--- src/rtl/paddle_ctrl_pkg.sv ---
// Shared types and screen geometry for the paddle motion engine.
package paddle_ctrl_pkg;

    localparam int X_POS_W       = 10;
    localparam int Y_POS_W       = 10;
    localparam int SCREEN_V_RES  = 480;
    localparam int SCREEN_BORDER = 10;
    localparam int PADDLE_HEIGHT = 50;
    localparam int PADDLE_WIDTH  = 10;
    localparam int PADDLE_CENTER = PADDLE_HEIGHT / 2;                            // 25
    localparam int V_CENTER      = (SCREEN_V_RES - PADDLE_HEIGHT) / 2;           // 215
    localparam int DOWN_LIMIT    = SCREEN_V_RES - SCREEN_BORDER - PADDLE_HEIGHT; // 420

    typedef struct packed {
        logic [X_POS_W-1:0] x_pos;
        logic [Y_POS_W-1:0] y_pos;
        logic [X_POS_W-1:0] right;
        logic [Y_POS_W-1:0] bottom;
    } sprite_t;

    // Encodings 0 and 3 both mean "hold still".
    typedef enum logic [1:0] {
        MODE_HOLD     = 2'd0,
        MODE_MANUAL   = 2'd1,
        MODE_AI       = 2'd2,
        MODE_HOLD_ALT = 2'd3
    } paddle_mode_e;

    typedef enum logic [1:0] {
        ST_IDLE   = 2'd0,
        ST_UPDATE = 2'd1,
        ST_DONE   = 2'd2
    } paddle_state_e;

    // Build a full sprite from its top-left corner; right/bottom follow from the fixed paddle size.
    function automatic sprite_t make_sprite(input logic [X_POS_W-1:0] x, input logic [Y_POS_W-1:0] y);
        sprite_t s;
        s.x_pos  = x;
        s.y_pos  = y;
        s.right  = x + X_POS_W'(PADDLE_WIDTH);
        s.bottom = y + Y_POS_W'(PADDLE_HEIGHT);
        return s;
    endfunction

endpackage

--- src/rtl/paddle_ctrl_if.sv ---
// Bundle of control inputs and sprite/status outputs between game logic and paddle_ctrl.
interface paddle_ctrl_if #(
    parameter int N_PADDLES = 2,
    parameter int STEP_W    = 4
) ();
    import paddle_ctrl_pkg::*;

    logic                          frame_tick_i;
    logic                          recenter_i;
    logic [N_PADDLES*2-1:0]        mode_i;
    logic [N_PADDLES*STEP_W-1:0]   step_i;
    logic [N_PADDLES-1:0]          up_i;
    logic [N_PADDLES-1:0]          down_i;
    logic [Y_POS_W-1:0]            ball_cy_i;
    sprite_t [N_PADDLES-1:0]       sprites_o;
    logic                          busy_o;
    logic                          done_o;
    logic                          overrun_o;

    modport master (
        output frame_tick_i, recenter_i, mode_i, step_i, up_i, down_i, ball_cy_i,
        input  sprites_o, busy_o, done_o, overrun_o
    );

    modport slave (
        input  frame_tick_i, recenter_i, mode_i, step_i, up_i, down_i, ball_cy_i,
        output sprites_o, busy_o, done_o, overrun_o
    );

endinterface

--- src/rtl/paddle_ctrl_step.sv ---
// Shared combinational datapath: computes one paddle's next clamped y position.
module paddle_ctrl_step
    import paddle_ctrl_pkg::*;
#(
    parameter int STEP_W   = 4,
    parameter int DEADBAND = 2
) (
    input  logic [Y_POS_W-1:0] y_i,
    input  paddle_mode_e       mode_i,
    input  logic [STEP_W-1:0]  step_i,
    input  logic               up_i,
    input  logic               down_i,
    input  logic [Y_POS_W-1:0] ball_cy_i,
    output logic [Y_POS_W-1:0] y_o
);
    // Two guard bits so the signed sum can go below zero or past the screen without wrapping.
    localparam int SW = Y_POS_W + 2;
    localparam logic signed [SW-1:0] BORDER_S   = SW'(SCREEN_BORDER);
    localparam logic signed [SW-1:0] LIMIT_S    = SW'(DOWN_LIMIT);
    localparam logic signed [SW-1:0] DEADBAND_S = SW'(DEADBAND);
    localparam logic signed [SW-1:0] CENTER_S   = SW'(PADDLE_CENTER);

    logic signed [SW-1:0] y_s, step_s, diff_s, mag_s, lim_s, move_s, next_s;

    // Select the per-mode displacement, then add and clamp to the playfield.
    always_comb begin
        y_s    = SW'(y_i);
        step_s = SW'(step_i);
        diff_s = SW'(ball_cy_i) - CENTER_S - y_s;
        mag_s  = (diff_s < 0) ? -diff_s : diff_s;
        lim_s  = (step_s < mag_s) ? step_s : mag_s;
        move_s = '0;
        case (mode_i)
            MODE_MANUAL: begin
                if (up_i && !down_i) begin
                    move_s = -step_s;
                end else if (down_i && !up_i) begin
                    move_s = step_s;
                end else begin
                    move_s = '0;
                end
            end
            MODE_AI: begin
                if (mag_s <= DEADBAND_S) begin
                    move_s = '0;
                end else if (diff_s < 0) begin
                    move_s = -lim_s;
                end else begin
                    move_s = lim_s;
                end
            end
            default: move_s = '0;
        endcase
        next_s = y_s + move_s;
        if (next_s < BORDER_S) begin
            next_s = BORDER_S;
        end else if (next_s > LIMIT_S) begin
            next_s = LIMIT_S;
        end else begin
            next_s = next_s;
        end
        y_o = next_s[Y_POS_W-1:0];
    end

endmodule

--- src/rtl/paddle_ctrl.sv ---
// Paddle motion engine: per frame tick, walks all paddles through one shared step datapath.
module paddle_ctrl
    import paddle_ctrl_pkg::*;
#(
    parameter int N_PADDLES = 2,
    parameter int STEP_W    = 4,
    parameter int DEADBAND  = 2,
    parameter logic [N_PADDLES-1:0][X_POS_W-1:0] PADDLE_X = {10'd610, 10'd30}
) (
    input  logic          clk_i,
    input  logic          rst_ni,
    paddle_ctrl_if.slave  bus
);
    localparam int IDX_W = (N_PADDLES > 1) ? $clog2(N_PADDLES) : 1;

    paddle_state_e                  state_q;
    logic [IDX_W-1:0]               idx_q;
    logic [N_PADDLES-1:0][1:0]      mode_q;
    logic [N_PADDLES-1:0][STEP_W-1:0] step_q;
    logic [N_PADDLES-1:0]           up_q;
    logic [N_PADDLES-1:0]           down_q;
    logic [Y_POS_W-1:0]             ball_q;
    sprite_t [N_PADDLES-1:0]        sprites_q;
    logic                           busy_q;
    logic                           done_q;
    logic                           overrun_q;
    logic [Y_POS_W-1:0]             y_d;

    paddle_ctrl_step #(
        .STEP_W   (STEP_W),
        .DEADBAND (DEADBAND)
    ) u_step (
        .y_i       (sprites_q[idx_q].y_pos),
        .mode_i    (paddle_mode_e'(mode_q[idx_q])),
        .step_i    (step_q[idx_q]),
        .up_i      (up_q[idx_q]),
        .down_i    (down_q[idx_q]),
        .ball_cy_i (ball_q),
        .y_o       (y_d)
    );

    // Frame sequencer: snapshot on tick, update one paddle per cycle, pulse done; recenter overrides all.
    always_ff @(posedge clk_i) begin
        if (!rst_ni) begin
            state_q   <= ST_IDLE;
            idx_q     <= '0;
            mode_q    <= '0;
            step_q    <= '0;
            up_q      <= '0;
            down_q    <= '0;
            ball_q    <= '0;
            busy_q    <= 1'b0;
            done_q    <= 1'b0;
            overrun_q <= 1'b0;
            for (int i = 0; i < N_PADDLES; i++) begin
                sprites_q[i] <= make_sprite(PADDLE_X[i], Y_POS_W'(V_CENTER));
            end
        end else if (bus.recenter_i) begin
            // A tick in the same cycle is simply dropped and does not count as an overrun.
            state_q <= ST_IDLE;
            idx_q   <= '0;
            busy_q  <= 1'b0;
            done_q  <= 1'b0;
            for (int i = 0; i < N_PADDLES; i++) begin
                sprites_q[i] <= make_sprite(PADDLE_X[i], Y_POS_W'(V_CENTER));
            end
        end else begin
            case (state_q)
                ST_IDLE: begin
                    done_q <= 1'b0;
                    if (bus.frame_tick_i) begin
                        mode_q  <= bus.mode_i;
                        step_q  <= bus.step_i;
                        up_q    <= bus.up_i;
                        down_q  <= bus.down_i;
                        ball_q  <= bus.ball_cy_i;
                        idx_q   <= '0;
                        busy_q  <= 1'b1;
                        state_q <= ST_UPDATE;
                    end
                end
                ST_UPDATE: begin
                    sprites_q[idx_q] <= make_sprite(PADDLE_X[idx_q], y_d);
                    if (bus.frame_tick_i) begin
                        overrun_q <= 1'b1;
                    end
                    if (idx_q == IDX_W'(N_PADDLES - 1)) begin
                        busy_q  <= 1'b0;
                        done_q  <= 1'b1;
                        state_q <= ST_DONE;
                    end else begin
                        idx_q <= idx_q + IDX_W'(1);
                    end
                end
                ST_DONE: begin
                    done_q  <= 1'b0;
                    state_q <= ST_IDLE;
                    if (bus.frame_tick_i) begin
                        overrun_q <= 1'b1;
                    end
                end
                default: begin
                    state_q <= ST_IDLE;
                    busy_q  <= 1'b0;
                    done_q  <= 1'b0;
                end
            endcase
        end
    end

    assign bus.sprites_o = sprites_q;
    assign bus.busy_o    = busy_q;
    assign bus.done_o    = done_q;
    assign bus.overrun_o = overrun_q;

endmodule

--- src/flat_wrapper.sv ---
// flat-port wrapper written by rule: the top's interface ports become plain ports
module paddle_ctrl_flat import paddle_ctrl_pkg::*;
#(
    parameter int N_PADDLES = 2,
    parameter int STEP_W    = 4,
    parameter int DEADBAND  = 2,
    parameter logic [N_PADDLES-1:0][X_POS_W-1:0] PADDLE_X = {10'd610, 10'd30}
)
  (clk_i, rst_ni, bus_frame_tick_i, bus_recenter_i, bus_mode_i, bus_step_i, bus_up_i, bus_down_i, bus_ball_cy_i, bus_sprites_o, bus_busy_o, bus_done_o, bus_overrun_o);
  paddle_ctrl_if #(.N_PADDLES(N_PADDLES), .STEP_W(STEP_W)) bus_i ();
  input  logic clk_i;
  input  logic rst_ni;
  input wire logic [$bits(bus_i.frame_tick_i)-1:0] bus_frame_tick_i;
  input wire logic [$bits(bus_i.recenter_i)-1:0] bus_recenter_i;
  input wire logic [$bits(bus_i.mode_i)-1:0] bus_mode_i;
  input wire logic [$bits(bus_i.step_i)-1:0] bus_step_i;
  input wire logic [$bits(bus_i.up_i)-1:0] bus_up_i;
  input wire logic [$bits(bus_i.down_i)-1:0] bus_down_i;
  input wire logic [$bits(bus_i.ball_cy_i)-1:0] bus_ball_cy_i;
  output wire logic [$bits(bus_i.sprites_o)-1:0] bus_sprites_o;
  output wire logic [$bits(bus_i.busy_o)-1:0] bus_busy_o;
  output wire logic [$bits(bus_i.done_o)-1:0] bus_done_o;
  output wire logic [$bits(bus_i.overrun_o)-1:0] bus_overrun_o;
  assign bus_i.frame_tick_i = bus_frame_tick_i;
  assign bus_i.recenter_i = bus_recenter_i;
  assign bus_i.mode_i = bus_mode_i;
  assign bus_i.step_i = bus_step_i;
  assign bus_i.up_i = bus_up_i;
  assign bus_i.down_i = bus_down_i;
  assign bus_i.ball_cy_i = bus_ball_cy_i;
  assign bus_sprites_o = bus_i.sprites_o;
  assign bus_busy_o = bus_i.busy_o;
  assign bus_done_o = bus_i.done_o;
  assign bus_overrun_o = bus_i.overrun_o;
  paddle_ctrl #(.N_PADDLES(N_PADDLES), .STEP_W(STEP_W), .DEADBAND(DEADBAND), .PADDLE_X(PADDLE_X)) u_core (.clk_i(clk_i), .rst_ni(rst_ni), .bus(bus_i));
endmodule
--- config.mk ---
export PLATFORM = sky130hd
export DESIGN_NAME = paddle_ctrl_flat
export DESIGN_NICKNAME = d
export VERILOG_FILES = /design/src/rtl/paddle_ctrl_pkg.sv /design/src/rtl/paddle_ctrl_if.sv /design/src/rtl/paddle_ctrl_step.sv /design/src/rtl/paddle_ctrl.sv /design/src/flat_wrapper.sv
export SDC_FILE = /design/constraint.sdc
export NUM_CORES = 1
export LEC_CHECK = 0
export CAP_MARGIN = 20
export CORE_AREA = 2 2 113 115
export CTS_CLUSTER_SIZE = 16
export DETAILED_ROUTE_END_ITERATION = 8
export DIE_AREA = 0 0 115 117
export GPL_ROUTABILITY_DRIVEN = 0
export GPL_TIMING_DRIVEN = 0
export PLACE_DENSITY = 0.87
export REMOVE_ABC_BUFFERS = 1
export SLEW_MARGIN = 20
export SYNTH_ARGS = -nofsm -noshare
export SYNTH_HDL_FRONTEND = slang
export SYNTH_SLANG_ARGS = --single-unit
--- constraint.sdc ---
create_clock -name clk_i -period 22.5 [get_ports clk_i]
set_clock_uncertainty 0.1 [all_clocks]
set_input_delay 2.25 -clock clk_i [delete_from_list [all_inputs] [get_ports clk_i]]
set_output_delay 2.25 -clock clk_i [all_outputs]
set_load 0.01 [all_outputs]
==> metrics.md, run 1 <==
| Metric | Value |
|---|---|
| Post-synth top area share | roughly a quarter |
| Logic pwr share | about a third |
| VDD IR-drop max | 0.0670 mV |
| Core region area | about 12000 um^2 |
| Drt via density | between 5 and 6 |
| Antenna diodes | 0 |
| FF+latch count, synth | 74 |
| CTS tree | done |
| 1st-pass router iterations | 5 |
| Int Power | around 300 uW |
| RSZ-0062 raised after global routing | false |
| Synthesized area | 6110 um^2 |
| Cell count after synthesis | between 700 and 800 |
| Vias | 5834 |
| Max capacitance violation total | 0 |
| DIE AREA | roughly 13000 um^2 |
| First-pass GRT wire length | roughly 25000 um |
| Path depth of the worst reg2reg path | 38 |
| Switching share of total power | roughly 33% |
| CTS max path bufs | 2 |
| Reg clk slew, reported paths | roughly 0.06 ns |
| Synth cell types | 90 |
| Switching pwr | approximately 150 uW |
| Yosys warns | 0 |
| Hold Crit Depth | 2 |
| CP required | ~23 ns |
| Global routing's busiest layer | met2 |
| Leak Pwr | ~2.9 nW |
| Cts bufs inserted | 9 |
| Clock Sinks | 74 |
| Fin Hold WS | 0.358 ns |
| Largest net degree at the start of global routing | 30 |
| M3 GR Usage | approximately 3.6% |
| Crit path DAT | between 10 and 15 ns |
| Io pins | 113 |
| Main area contributors after synthesis | dfxtp_1, ha_1, nand2_1 |
| Status | completed |
| Storage element area | 1480 um^2 |
| Crit path kind | flop to flop |
| Fillers | 1046 |
| Hold violation total from the final report | 0 |
| Worst slew pin tran | about 0.96 ns |
| Multi-input combinational cell area | slightly above 4000 um^2 |
| Fmax | 95.5 MHz |
| Remaining DRCs | 0 |
| Main synth FF type | dfxtp_1 |
| Asr flop ratio synth | 0% |
| Crit-path max FO | 29 |
| Clock latency on the worst-skew pair | about 0.34 ns |
| H-Tree Depth | 3 |
| Share of cells above drive strength 1 | 7.12% |
| Crit path time final | 10.48 ns |
| Fin nets | around 900 |
| # setup viols final | 0 |
| Pwr dens | around 63 nW/um^2 |
| Global router's overall resource usage | 23.3% |
| CTS resizes | 0 |
| Worst min-delay path class | flop to flop |
| Row Count | roughly 40 |
| Slew margin rel. | a little over a third |
| CP Capture Type | flop |
| Post-synth EDFFs | 0 |
| Root Driver | clkbuf_16 |
| Chip Width | approximately 120 um |
| Gr ovfl total | 0 |
| Setup TNS Final | 0 ns |
| Port-buffer cells | 90 |
| Setup bufs post-CTS | 0 |
| Crit-path max cell delay | between 0.8 and 0.9 ns |
| HPWL after detailed placement | roughly 12000 um |
| Initial DRC count | roughly 480 |
| Area grow syn2layout | 17.7% |
| Die Y | 117 um |
| Initial antenna violation count | 0 |
| Post-CTS Hold Buffers | 0 |
| Post-synth top area cell | dfxtp_1 |
| Register area share after synthesis | around 24% |
| GR met1 Demand/Resource | between 30% and 40% |
| Per-cell routed wire length | 15.8 um |
| Syn_area_per_cell | roughly 7.8 um^2 |
| Post-route antenna net violation count | 0 |
| Reg power frac | a little under a third |
| Detailed Route WL | 15700 um |
| Initial core utilization | about half |
| Tcrit/Tclk final | 46.6% |
| Setup crit start kind | flop |
| Crit-path slowest cell | dfxtp_2 |
| Clk pwr share | a little under two fifths |
| Met2 Use GR | between 30% and 40% |
| Final Max Tran Viols | 0 |
| Vias in the first global route | around 5400 |
final timing paths:
| kind | to | startpoint | slack (ns) |
|---|---|---|---|
| worst min register to register | u_core.bus.sprites_o[44] | u_core.bus.sprites_o[44] | 0.36 |
| worst max register to register | u_core.bus.sprites_o[45] | u_core.idx_q | 12.02 |
| worst min-delay path | u_core.bus.sprites_o[44] | u_core.bus.sprites_o[44] | 0.36 |
| worst max-delay path | u_core.bus.sprites_o[45] | u_core.idx_q | 12.02 |
power by group through the flow:
| stage | registers (mW) | logic [mW] | clock network (mW) |
|---|---|---|---|
| finish | 0.137 | 0.147 | 0.166 |
| global placement | 0.139 | 0.140 | 0 |
| CTS | 0.137 | 0.144 | 0.166 |
| detailed placement | 0.139 | 0.143 | 0 |
| global route | 0.137 | 0.163 | 0.171 |
| floorplan | 0.139 | 0.111 | 0 |
area by class of cell:
type / count / area share, %
clock buffers: 10 / 3.19
multi-input cells: 631 / 57.8
flip-flops and latches: 74 / 20.6
repair buffers: 90 / 12.5
clock inverters: 6 / 1.57
inverters: 32 / 1.67
well taps: 150 / 2.61
state kept, by name, indices dropped and copies added (netlist names):
| signal | cells |
|---|---|
| u_core.step_q | 8 |
| u_core.bus.overrun_o | 1 |
| u_core.bus.done_o | 1 |
| u_core.state_q | 2 |
| u_core.bus.sprites_o | 42 |
| u_core.down_q | 2 |
| u_core.up_q | 2 |
| u_core.bus.busy_o | 1 |
| u_core.idx_q | 1 |
| u_core.mode_q | 4 |
| u_core.ball_q | 10 |
worst max-delay path: cells and delay by family, from the launching register on:
kind                     cells  cell delay (ns)
XOR/XNOR                     1             0.35
AND/OR/NAND/NOR             13             2.83
adder cells (fa/ha/maj)      5             2.21
multiplexers                 1             0.46
flip-flops                   1             0.82
AO/OA/AOI/OAI               16             3.08
buffers and inverters        2             0.45
cell families (layout without fill, tap and decap cells):
group,Yosys count,in the layout,share of synthesized area (%)
and+or+nand+nor,299,299,23.6
adders and majority gates,37,37,7.83
xor gates and xnor gates,40,40,6.21
muxes,19,19,3.22
DFF,74,74,24.3
buffers and inverters,102,138,9.08
other,2,22,0.123
AOI/OAI and AO/OA,214,214,25.7
cell usage in the layout, fill, tap and decap left out, types with 5 or more instances in the layout:
master,instances
o21ai_1,5
nor3_1,13
a21o_1,10
xnor2_1,23
nand4_1,7
nand3_1,23
clkbuf_16,9
nor2b_1,5
or3_1,10
and3_1,18
ha_1,35
conb_1,22
a22oi_1,5
nor2_1,62
xor2_1,14
a21oi_1,47
nand2_1,115
mux2_2,5
a21boi_0,28
nand2b_1,14
inv_1,32
a211oi_1,9
mux2i_1,14
or2_2,5
dfxtp_1,73
a22o_1,5
o211ai_1,7
o21ai_0,27
clkdlybuf4s50_1,90
cell usage after synthesis, drive strengths merged (11+ instances only):
cell type and number:
a211oi 11, a21boi 29, a21oi 51, and3 18, buf 48, clkbuf 22, dfxtp 74, ha 35
inv 32, mux2i 14, nand2 115, nand2b 16, nand3 25, nor2 65, nor3 13, o21ai 33
xnor2 24, xor2 15
layer usage:
metal	wire length [um]	share of wire, %
met1	6820	43
met2	7410	47
met3	967	6.2
met4	486	3.1
met5	0	0
per-stage QoR:
stage	total power, mW	util, %	setup slack, ns	cells	cell area, um^2
6_report	0.450	58.4	12.02	993	7190
3_3_place_gp	0.279	55.5	12.04	977	6840
4_1_cts	0.447	58.4	12.30	993	7190
2_1_floorplan	0.250	-	13.40	737	5750
5_1_grt	0.471	58.4	11.43	993	7190
3_5_place_dp	0.283	55.6	12.35	977	6840
Power figures use the tool's default switching activity.
==> run 2: changes to the inputs <==
==> constraint.sdc (replaced) <==
create_clock -name clk_i -period 10.5 [get_ports clk_i]
set_clock_uncertainty 0.1 [all_clocks]
set_input_delay 1.05 -clock clk_i [delete_from_list [all_inputs] [get_ports clk_i]]
set_output_delay 1.05 -clock clk_i [all_outputs]
set_load 0.01 [all_outputs]
==> run 2 against run 1 <==
First-iteration DRC count decreased by 7.5%. Die area unchanged. Routed wire length about the same. Critical path type unchanged. Critical endpoint unchanged.
==> metrics.md, run 2 (synthesis gave the netlist of run 1 again) <==
| Metric | Value |
|---|---|
| Status | completed |
| VDD IR-drop max | 0.144 mV |
| Pwr dens | ~130 nW/um^2 |
| Leak Pwr | 2.92 nW |
| Root Driver | clkbuf_16 |
| Remaining DRCs | 0 |
| Io pins | around 110 |
| Initial DRC count | between 400 and 500 |
| Setup bufs post-CTS | 0 |
| RSZ-0062 raised after global routing | false |
| 1st-pass router iterations | 7 |
| Fmax | between 100 and 150 MHz |
| CP required | about 11 ns |
| Largest net degree at the start of global routing | 30 |
| Vias | ~6000 |
| Final Max Tran Viols | 0 |
| Detailed Route WL | around 16000 um |
| Crit-path slowest cell | dfxtp_4 |
| Cts bufs inserted | 9 |
| Vias in the first global route | about 5400 |
| Max reg flops | 42 |
| Max capacitance violation total | 0 |
| Crit path kind | flop to flop |
| Drt via density | between 5 and 6 |
| Share of cells above drive strength 1 | around 7.4% |
| Fin area | 7200 um^2 |
| Crit path time final | ~9.9 ns |
| Crit path DAT | a little over 10 ns |
| Port-buffer cells | 90 |
| Global router's overall resource usage | a little under a quarter |
| DIE AREA | 13500 um^2 |
| # setup viols final | 0 |
| Placed inst area | between 6000 and 7000 um^2 |
| Worst min-delay path class | flop to flop |
| Chip Width | 115 um |
| Crit-path max cell delay | a little over 0.6 ns |
| CTS tree | done |
| Per-cell routed wire length | around 16 um |
| HPWL after detailed placement | roughly 12000 um |
| Worst slew pin tran | ~0.96 ns |
| CP Capture Type | flop |
| Hold violation total from the final report | 0 |
| Area grow syn2layout | 18.0% |
| First-pass GRT wire length | approximately 25000 um |
| Gr ovfl total | 0 |
| Die Y | ~120 um |
| Crit-path max FO | 29 |
| Commonest cells after routing, fill and taps aside | nand2_1, clkdlybuf4s50_1, dfxtp_1 |
| H-Tree Depth | 3 |
| Initial antenna violation count | 0 |
| Setup crit start kind | flop |
| Tcrit/Tclk final | between 90% and 100% |
| Reg clk slew, reported paths | ~0.060 ns |
| Fillers | between 1000 and 1500 |
| Antenna diodes | 0 |
| Initial core utilization | between 40 and 50% |
| Clock latency on the worst-skew pair | roughly 0.34 ns |
| CTS max path bufs | 2 |
| Fin nets | 905 |
| Core region area | approximately 12000 um^2 |
| Leading cell type in the layout, fill and taps excluded | nand2_1 |
| Most used cell, CP | a21oi_1 |
| Clock Sinks | 74 |
| Setup TNS Final | 0 ns |
| Post-route antenna net violation count | 0 |
| Row Count | between 40 and 50 |
| Slew margin rel. | a little over a third |
run 2: power by group:
part           switching (mW)  total (mW)  internal, mW
registers             0.00562       0.293         0.287
clock network           0.121       0.354         0.233
logic                   0.196       0.318         0.122
total                   0.323       0.965         0.642
run 2: repair_timing:
item	CTS	global route
hold buffers	0	0
endpoints found under the setup margin	0	6
gates resized for setup	0	5
run 2: path summary, 6_finish.rpt:
path	startpoint	end	slack, ns	cells after the start
max reg2reg	u_core.idx_q	u_core.bus.sprites_o[45]	0.57	36
min reg2reg	u_core.bus.sprites_o[44]	u_core.bus.sprites_o[44]	0.36	2
min	u_core.bus.sprites_o[44]	u_core.bus.sprites_o[44]	0.36	2
max	u_core.idx_q	u_core.bus.sprites_o[45]	0.57	36
run 2: critical path: cells and delay by family (launching register included):
family / cells / cell delay (ns)
flip-flops: 1 / 0.61
multiplexers: 2 / 0.82
AND/OR/NAND/NOR: 10 / 2.32
AO/OA/AOI/OAI: 18 / 3.65
buffers and inverters: 1 / 0.21
adder cells (fa/ha/maj): 5 / 2.07
run 2: stage by stage:
step | utilization, % | instances | total power [mW] | hold WS [ns] | worst slack, ns
after floorplan | - | 737 | 0.536 | 0.343 | 1.40
after global placement | 55.5 | 977 | 0.598 | 0.337 | 0.0411
after detailed placement | 55.6 | 977 | 0.605 | 0.342 | 0.348
after CTS | 58.4 | 993 | 0.959 | 0.360 | 0.301
after global routing | 58.5 | 993 | 1.01 | 0.381 | 0.0305
final | 58.5 | 993 | 0.965 | 0.358 | 0.573
run 2: per-layer routing:
layer | vias up | GRT usage [%] | part of all wire (%)
met5 | - | 0 | 0
met4 | 0 | 10.0 | 3.0
met3 | 33 | 3.60 | 6.0
met2 | 225 | 38.4 | 47
met1 | 2738 | 30.4 | 44
li1 | 2847 | - | -
run 2: final cells by class:
cell class	instances	area [um^2]	share of cell area, %
clock buffers	10	229	3.18
clock inverters	6	113	1.56
inverters	32	120	1.67
multi-input cells	631	4170	57.9
flip-flops and latches	74	1490	20.6
well taps	150	188	2.61
repair buffers	90	901	12.5
